**src/rtl/jk_ff_bist.sv**
```systemverilog
// Built-in self-test engine for a JK flip-flop: drives LFSR-derived J/K vectors,
// tracks the expected Q with a reference model and counts mismatches on q_in.
module jk_ff_bist #(
  parameter int          NUM_VECTORS = 32,
  parameter logic [7:0]  LFSR_SEED   = 8'hA5,
  parameter int          ERR_CNT_W   = 8,
  localparam int         IDX_W       = $clog2(NUM_VECTORS + 1)
) (
  input  logic                 clk,
  input  logic                 rst,
  input  logic                 start,
  output logic                 j_out,
  output logic                 k_out,
  output logic                 dut_rst_n,
  input  logic                 q_in,
  output logic                 busy,
  output logic                 done,
  output logic                 pass,
  output logic [ERR_CNT_W-1:0] err_count,
  output logic [IDX_W-1:0]     first_err_idx
);

  localparam logic [7:0]       SEED      = (LFSR_SEED == 8'h00) ? 8'h01 : LFSR_SEED;
  localparam logic [IDX_W-1:0] INIT_LAST = IDX_W'(1);
  localparam logic [IDX_W-1:0] LAST_VEC  = IDX_W'(NUM_VECTORS - 1);

  typedef enum logic [2:0] {S_IDLE, S_INIT, S_RUN, S_DRAIN, S_DONE} state_t;

  state_t               state, state_nx;
  logic [7:0]           lfsr;
  logic [IDX_W-1:0]     vec_cnt;
  logic                 q_model;
  logic                 start_run;
  logic                 mismatch;
  logic [ERR_CNT_W-1:0] err_nx;

  function automatic logic [7:0] lfsr_step(input logic [7:0] v);
    return {v[6:0], v[7] ^ v[5] ^ v[4] ^ v[3]};
  endfunction

  function automatic logic jk_next(input logic q, input logic j, input logic k);
    case ({j, k})
      2'b01:   return 1'b0;
      2'b10:   return 1'b1;
      2'b11:   return ~q;
      default: return q;
    endcase
  endfunction

  function automatic logic [ERR_CNT_W-1:0] sat_inc(input logic [ERR_CNT_W-1:0] v);
    return (&v) ? v : v + 1'b1;
  endfunction

  always_ff @(posedge clk or negedge rst) begin
    if (!rst) state <= S_IDLE;
    else      state <= state_nx;
  end

  always_comb begin
    state_nx = state;
    case (state)
      S_IDLE:  if (start) state_nx = S_INIT;
      S_INIT:  if (vec_cnt == INIT_LAST) state_nx = S_RUN;
      S_RUN:   if (vec_cnt == LAST_VEC) state_nx = S_DRAIN;
      S_DRAIN: state_nx = S_DONE;
      S_DONE:  if (start) state_nx = S_INIT;
      default: state_nx = S_IDLE;
    endcase
    start_run = (state == S_IDLE || state == S_DONE) && start;
    // q_in is compared against the model value before this edge's update
    mismatch  = (state == S_RUN || state == S_DRAIN) && (q_in != q_model);
    err_nx    = mismatch ? sat_inc(err_count) : err_count;
  end

  always_ff @(posedge clk or negedge rst) begin
    if (!rst) begin
      j_out         <= 1'b0;
      k_out         <= 1'b0;
      dut_rst_n     <= 1'b0;
      busy          <= 1'b0;
      done          <= 1'b0;
      pass          <= 1'b0;
      err_count     <= '0;
      first_err_idx <= '0;
      q_model       <= 1'b0;
      lfsr          <= SEED;
      vec_cnt       <= '0;
    end else begin
      busy      <= (state_nx == S_INIT) || (state_nx == S_RUN) || (state_nx == S_DRAIN);
      done      <= (state_nx == S_DONE);
      dut_rst_n <= (state_nx == S_RUN) || (state_nx == S_DRAIN) || (state_nx == S_DONE);
      if (start_run) begin
        j_out         <= 1'b0;
        k_out         <= 1'b0;
        pass          <= 1'b0;
        err_count     <= '0;
        first_err_idx <= '0;
        q_model       <= 1'b0;
        lfsr          <= SEED;
        vec_cnt       <= '0;
      end else begin
        case (state)
          S_INIT: begin
            if (state_nx == S_RUN) begin
              vec_cnt <= '0;
              j_out   <= lfsr[0];
              k_out   <= lfsr[1];
              lfsr    <= lfsr_step(lfsr);
            end else begin
              vec_cnt <= vec_cnt + 1'b1;
            end
          end
          S_RUN: begin
            // vec_cnt doubles as the compare index; it reaches NUM_VECTORS for DRAIN
            vec_cnt   <= vec_cnt + 1'b1;
            q_model   <= jk_next(q_model, j_out, k_out);
            err_count <= err_nx;
            if (mismatch && err_count == '0) first_err_idx <= vec_cnt;
            if (state_nx == S_RUN) begin
              j_out <= lfsr[0];
              k_out <= lfsr[1];
              lfsr  <= lfsr_step(lfsr);
            end else begin
              j_out <= 1'b0;
              k_out <= 1'b0;
            end
          end
          S_DRAIN: begin
            err_count <= err_nx;
            if (mismatch && err_count == '0) first_err_idx <= vec_cnt;
            pass      <= (err_nx == '0);
          end
          default: ;
        endcase
      end
    end
  end

endmodule

```
**config.mk**
```make
export PLATFORM = sky130hd
export DESIGN_NAME = jk_ff_bist
export DESIGN_NICKNAME = d
export VERILOG_FILES = /design/src/rtl/jk_ff_bist.sv
export SDC_FILE = /design/constraint.sdc
export NUM_CORES = 1
export LEC_CHECK = 0
export CELL_PAD_IN_SITES_DETAIL_PLACEMENT = 0
export CELL_PAD_IN_SITES_GLOBAL_PLACEMENT = 1
export CORE_MARGIN = 2
export CORE_UTILIZATION = 39
export CTS_CLUSTER_DIAMETER = 100
export CTS_CLUSTER_SIZE = 12
export DETAILED_ROUTE_END_ITERATION = 8
export PLACE_DENSITY = 0.73
export SLEW_MARGIN = 20
export SYNTH_ARGS = -nofsm -noshare
export SYNTH_HDL_FRONTEND = slang
export SYNTH_SLANG_ARGS = --single-unit
export TNS_END_PERCENT = 1
```
**constraint.sdc**
```tcl
create_clock -name clk -period 1.8 [get_ports clk]
set_input_delay 0.18 -clock clk [delete_from_list [all_inputs] [get_ports clk]]
set_output_delay 0.18 -clock clk [all_outputs]
set_load 0.02 [all_outputs]
```
==> run metrics, run 1 <==
skew final 3.09 ps; CTS H-tree lvls 2; worst min-delay path class input port to asynchronous set/reset pin; post-layout total power 4.17 mW; full die area 5880 µm²; core area 5110 µm²; fmax 592 MHz; worst skew pair latency 300 ps; CP required 2030 ps; vias in the first global route 1673; total CTS buffers 5; iteration count of the initial detailed-routing pass 4; gr usage total 0.173; Post-Synthesis Cells 210; Die Width 76.7 µm; drt via density 5.19; final hold violation count 0; Final period util 0.938; Antenna Cells 0; Max-cap violations 0; WL/cell 14.1 µm; CTS tree built; IO Count 24; Async SR Flop Fraction 1.00; Final TNS setup 0 ps; status completed; clock transition at the registers of the reported paths 80 ps; dpl hpwl 3.40 mm; yosys warns 0; Area growth, synth to finish 27.3%; row count 26; Routed Antenna Nets 0; CP max FO 16; Worst setup EP type flip-flop; max-slew violations 0; Final Setup Violations 0; layout cells sized above 1 0.238; clock sinks 38; Clock Tree Buf Depth 2; postcts setup bufs 0; #FFs+latches synth 38; worst slew pin tran 370 ps; slew margin rel. 0.751; Setup CP Type flip-flop to flip-flop; post-synthesis sequential area ratio 0.464; number of nets in the layout 265; syn_area_per_cell 9.81 µm²; Post-Syn Nets 220; Worst EP arrival 1920 ps; gr ovfl total 0; Startpoint Class flip-flop; Worst VDD drop 0.000879 V; Die Y-Extent 76.7 µm; drc violations 0; initial core utilization 0.403; Top FF cell, synth dfrtp_1; global placer's final weighted congestion 0.860; maximum number of pins on one net before global-route repair 19; Tmin final 1690 ps; leak pwr 1.18 nW; post-synthesis cell type count 57; EDFF count, synth 0; starting DRC count in detailed routing 145; Post-Syn Area 2060 µm²; via count 1692; PortBufs 23; initial antenna violation count 0; wire length of the first global-routing pass 8.03 mm; CTS root buffer clkbuf_8; Routed WL 4.59 mm; RSZ-0062 raised after global routing no; pwr dens 1590 nW/µm²
cell usage in the layout, fill, tap and decap left out, drive strengths merged, types with 2 or more instances in the layout:
cell,Yosys,routed
nor3,4,4
clkdlybuf4s50,0,22
xnor2,4,4
a211oi,3,3
clkbuf,2,6
inv,9,9
and3,4,4
a32o,2,2
nor4,5,5
ha,6,6
nor3b,2,2
o31a,2,2
nand2b,5,5
a21oi,3,3
dfstp,4,4
nor2,17,17
a31o,3,3
o21ai,13,13
nand3,18,18
buf,6,23
dfrtp,34,34
xor2,6,6
nand2,33,33
nand4,4,4
synthesized netlist by cell type (2+ instances only):
cell type / instances / share of area
xnor2_1: 4 / 0.017
clkbuf_2: 2 / 0.0049
nand4_1: 4 / 0.012
a211oi_1: 2 / 0.0073
nand2_1: 33 / 0.060
dfstp_2: 4 / 0.051
buf_2: 2 / 0.0049
dfrtp_1: 34 / 0.41
nor2_1: 16 / 0.029
o21ai_0: 5 / 0.012
nand3_1: 17 / 0.041
and3_1: 4 / 0.012
nor3_1: 4 / 0.0097
nor4_1: 3 / 0.0091
inv_1: 9 / 0.016
o21ai_2: 4 / 0.017
o21ai_1: 4 / 0.0097
a31o_2: 3 / 0.013
nand2b_1: 4 / 0.012
nor4_4: 2 / 0.021
a21oi_1: 2 / 0.0049
buf_4: 2 / 0.0073
a32o_1: 2 / 0.0097
xor2_1: 6 / 0.026
ha_1: 6 / 0.036
layout make-up:
| class | instances | area (µm²) |
|---|---|---|
| Sequential cell | 38 | 960 |
| Multi-Input combinational cell | 155 | 1050 |
| Inverter | 9 | 33.8 |
| Clock inverter | 2 | 12.5 |
| Clock buffer | 6 | 82.6 |
| Fill cell | 509 | 2480 |
| Timing Repair Buffer | 46 | 400 |
| Tap cell | 70 | 87.6 |
path summary, 6_finish.rpt:
kind / start / to / slack, ps / depth (start not counted)
max in group asynchronous: rst / lfsr[2]$_DFFE_PN1P_ / 920 / 3
worst max-delay path: vec_cnt[3]$_DFFE_PN0P_ / lfsr[0]$_DFFE_PN1P_ / 110 / 5
worst max register to register: vec_cnt[3]$_DFFE_PN0P_ / lfsr[0]$_DFFE_PN1P_ / 110 / 5
worst min-delay path: rst / err_count[7]$_DFFE_PN0P_ / 300 / 2
min in group clk: lfsr[2]$_DFFE_PN1P_ / lfsr[2]$_DFFE_PN1P_ / 470 / 2
worst min register to register: lfsr[2]$_DFFE_PN1P_ / lfsr[2]$_DFFE_PN1P_ / 470 / 2
sequential cells by signal (all words and copies together), names as in the netlist:
signal,flops
done,1
busy,1
first_err_idx,6
j_out,1
vec_cnt,6
q_model,1
lfsr,8
err_count,8
k_out,1
pass,1
dut_rst_n,1
state,3
repair_timing:
action	CTS	global route
hold buffers	1	0
setup endpoints to repair	2	13
resized for setup	2	4
hold endpoints to repair	9	0
cloned	0	0
pin swaps	0	2
metal layers:
metal	vias up	GRT usage	share of wire
met3	6	0.0412	0.034
met1	824	0.242	0.50
met5	-	0	0
li1	834	-	-
met2	28	0.261	0.45
met4	0	0.0600	0.014
report_power, final:
part           internal, mW  switching, mW
clock                 0.308          0.316
sequential             1.16          0.212
combinational         0.973           1.20
total                  2.44           1.73
kinds of logic (layout without fill, tap and decap cells):
kind of cell	after synthesis	count (layout)	share of synthesized area
adder cells (fa/ha/maj)	6	6	0.0365
multiplexers	2	2	0.0103
XOR/XNOR	10	10	0.0425
AND/OR/NAND/NOR	100	100	0.264
buffers and inverters	17	63	0.0407
AO/OA/AOI/OAI	37	37	0.142
flip-flops	38	38	0.464
worst max-delay path: stages (launching register included):
cell and delay [ps]:
dfrtp_1 440, nor4_4 320, a211oi_2 150, o31a_4 450, nor3_2 220, a21oi_2 40
metrics by stage:
stage	util	cell area, µm²	std cells	setup slack (ps)	hold slack, ps
after CTS	0.510	2610	326	53.1	310
after floorplan	-	2060	210	17.2	-116
after global routing	0.513	2620	326	5.31	339
after detailed placement	0.488	2490	317	7.94	100
after global placement	0.488	2490	317	24.0	96.4
final	0.513	2620	326	112	303
Note: power is estimated with default switching activity, not from simulation.
==> run 2: changes to the inputs <==
--- a/config.mk
+++ b/config.mk
@@ -13,6 +13,7 @@
 export CTS_CLUSTER_SIZE = 12
 export DETAILED_ROUTE_END_ITERATION = 8
 export PLACE_DENSITY = 0.73
+export SETUP_SLACK_MARGIN = 0.05
 export SLEW_MARGIN = 20
 export SYNTH_ARGS = -nofsm -noshare
 export SYNTH_HDL_FRONTEND = slang
==> run 2 against run 1 <==
Final cell count unchanged. Sequential power hardly changed. Global-route usage decreased by 0.39 points. Non-clock buffer count unchanged. Die area unchanged. Sequential share of layout area down 0.57 points. Sequential cell count stayed put. Cell area rose by 1.7%. Maximum frequency decreased by 1.3%. Critical path type unchanged.
==> run metrics, run 2 (synthesis gave the netlist of run 1 again) <==
status completed; full die area 5880 µm² (unchanged); Setup CP Type flip-flop to flip-flop; Area growth, synth to finish 29.5%; post-layout total power 4.26 mW (+2.1%); commonest non-fill, non-tap cells in the layout nand2_1, dfrtp_1, clkdlybuf4s50_1; gr ovfl total 0 (unchanged); Worst setup EP type flip-flop; Fillers 486 (-4.5%); register area 961 µm² (+0.13%); clock transition at the registers of the reported paths 80 ps (about the same); gr usage total 0.169 (-0.00395); Worst Setup SP vec_cnt[1]$_DFFE_PN0P_; Final Setup Violations 0 (unchanged); slowest cell on the critical path o31a_4; crit-path cells ha_2 -> nand3_2 -> and4bb_2 -> o31a_4 -> buf_6 -> o21ai_2; iteration count of the initial detailed-routing pass 4 (unchanged); Buf+Inv Stages, Crit Path 1 (+1); final hold violation count 0 (unchanged); multi-input logic area 1080 µm² (+3.0%); Die Y-Extent 76.7 µm (unchanged); CTS root buffer clkbuf_8; IO Count 24 (unchanged); Final period util 0.950 (+0.0124); CTS tree built; slowest stage delay, CP 450 ps (about the same); max-slew violations 0 (unchanged); CTS H-tree lvls 2 (unchanged); total CTS buffers 5 (unchanged); Worst VDD drop 0.000945 V (+7.6%); dpl hpwl 3.42 mm (+0.53%); CP required 2020 ps (about the same); worst skew pair latency 290 ps (about the same); core area 5110 µm² (unchanged); worst min-delay path class input port to asynchronous set/reset pin; row count 26 (unchanged); clock sinks 38 (unchanged); Startpoint Class flip-flop; worst slew pin tran 394 ps (+24.8 ps); vias in the first global route 1680 (+0.42%); initial core utilization 0.403 (unchanged); Post-DP Area 2500 µm² (+0.30%); Clock Tree Buf Depth 2 (unchanged); layout cells sized above 1 0.270 (+0.0313); slew margin rel. 0.737 (-0.0142); pwr dens 1600 nW/µm² (+0.34%); fmax 585 MHz (-1.3%); Routed Antenna Nets 0 (unchanged); RSZ-0062 raised after global routing yes; drc violations 0 (unchanged); via count 1716 (+1.4%); maximum number of pins on one net before global-route repair 24 (+5); Tmin final 1710 ps (+22.3 ps); CP delay by family, top compound AO/OA/AOI/OAI gates; WL/cell 14.1 µm (+0.20%); Post-Route Utilization 0.522 (+0.00882); starting DRC count in detailed routing 177 (+22%); Routed WL 4.60 mm (+0.20%); Worst EP arrival 1940 ps (+20 ps); global placer's final weighted congestion 0.859 (about the same); skew final 2.87 ps (-0.216 ps); Design Area, Final 2670 µm² (+1.7%); CP max FO 14 (-2); Final TNS setup 0 ps (unchanged); wire length of the first global-routing pass 7.96 mm (-0.95%); Worst R2R Start vec_cnt[1]$_DFFE_PN0P_; PortBufs 23 (unchanged); most common cell after layout, fill and taps aside nand2_1; number of nets in the layout 265 (unchanged); top flop regs err_count x8, lfsr x8; smallest hold slack 337 ps (+34.3 ps); leak pwr 1.19 nW (+0.65%); drt via density 5.26 (+1.4%); Antenna Cells 0 (unchanged); initial antenna violation count 0 (unchanged); Die Width 76.7 µm (unchanged); Max-cap violations 0 (unchanged)
run 2: metrics by stage:
stage | setup WS (ps) | std cells
final | 89.6 | 326
after global routing | -2.88 | 326
after CTS | 27.2 | 325
after detailed placement | -91.5 | 316
after global placement | -26.4 | 316
after floorplan | 58.3 | 210
run 2: worst register-to-register path: stages, from the launching register on:
cell	delay, ps
dfrtp_1	390
ha_2	200
nand3_2	70
and4bb_2	250
o31a_4	450
buf_6	160
o21ai_2	120
run 2: final timing paths:
path                                                  to  slack (ps)  cells after the start
min in group clk                     lfsr[2]$_DFFE_PN1P_         460                      2
max in group asynchronous            lfsr[5]$_DFFE_PN1P_         930                      3
worst min-delay path            err_count[0]$_DFFE_PN0P_         340                      2
worst max register to register       lfsr[6]$_DFFE_PN0P_          90                      6
worst max-delay path                 lfsr[6]$_DFFE_PN0P_          90                      6
worst min register to register       lfsr[2]$_DFFE_PN1P_         460                      2
run 2: what timing repair did:
item	in CTS	in global routing
gates resized for setup	0	15
buffers inserted	0	1
endpoints found under the hold margin	15	0
pin swaps	0	5
setup endpoints to repair	7	17
hold buffers	1	0
run 2: layout make-up:
class,instances,area share
clock buffer,7,0.0324
sequential,38,0.360
clock inverter,1,0.00188
tap,70,0.0328
timing repair buffer,46,0.156
multi-input combinational,155,0.404
inverter,9,0.0127
run 2: power by group:
part	switching [mW]	leakage [nW]	internal, mW
logic	1.22	0.648	1.03
registers	0.221	0.490	1.16
clock network	0.311	0.0482	0.309
run 2: routing by layer:
layer,track usage,vias to the layer above,share of wire
li1,-,834,-
met2,0.278,41,0.46
met5,0,-,0
met3,0.0259,7,0.049
met1,0.222,834,0.47
met4,0.0673,0,0.017
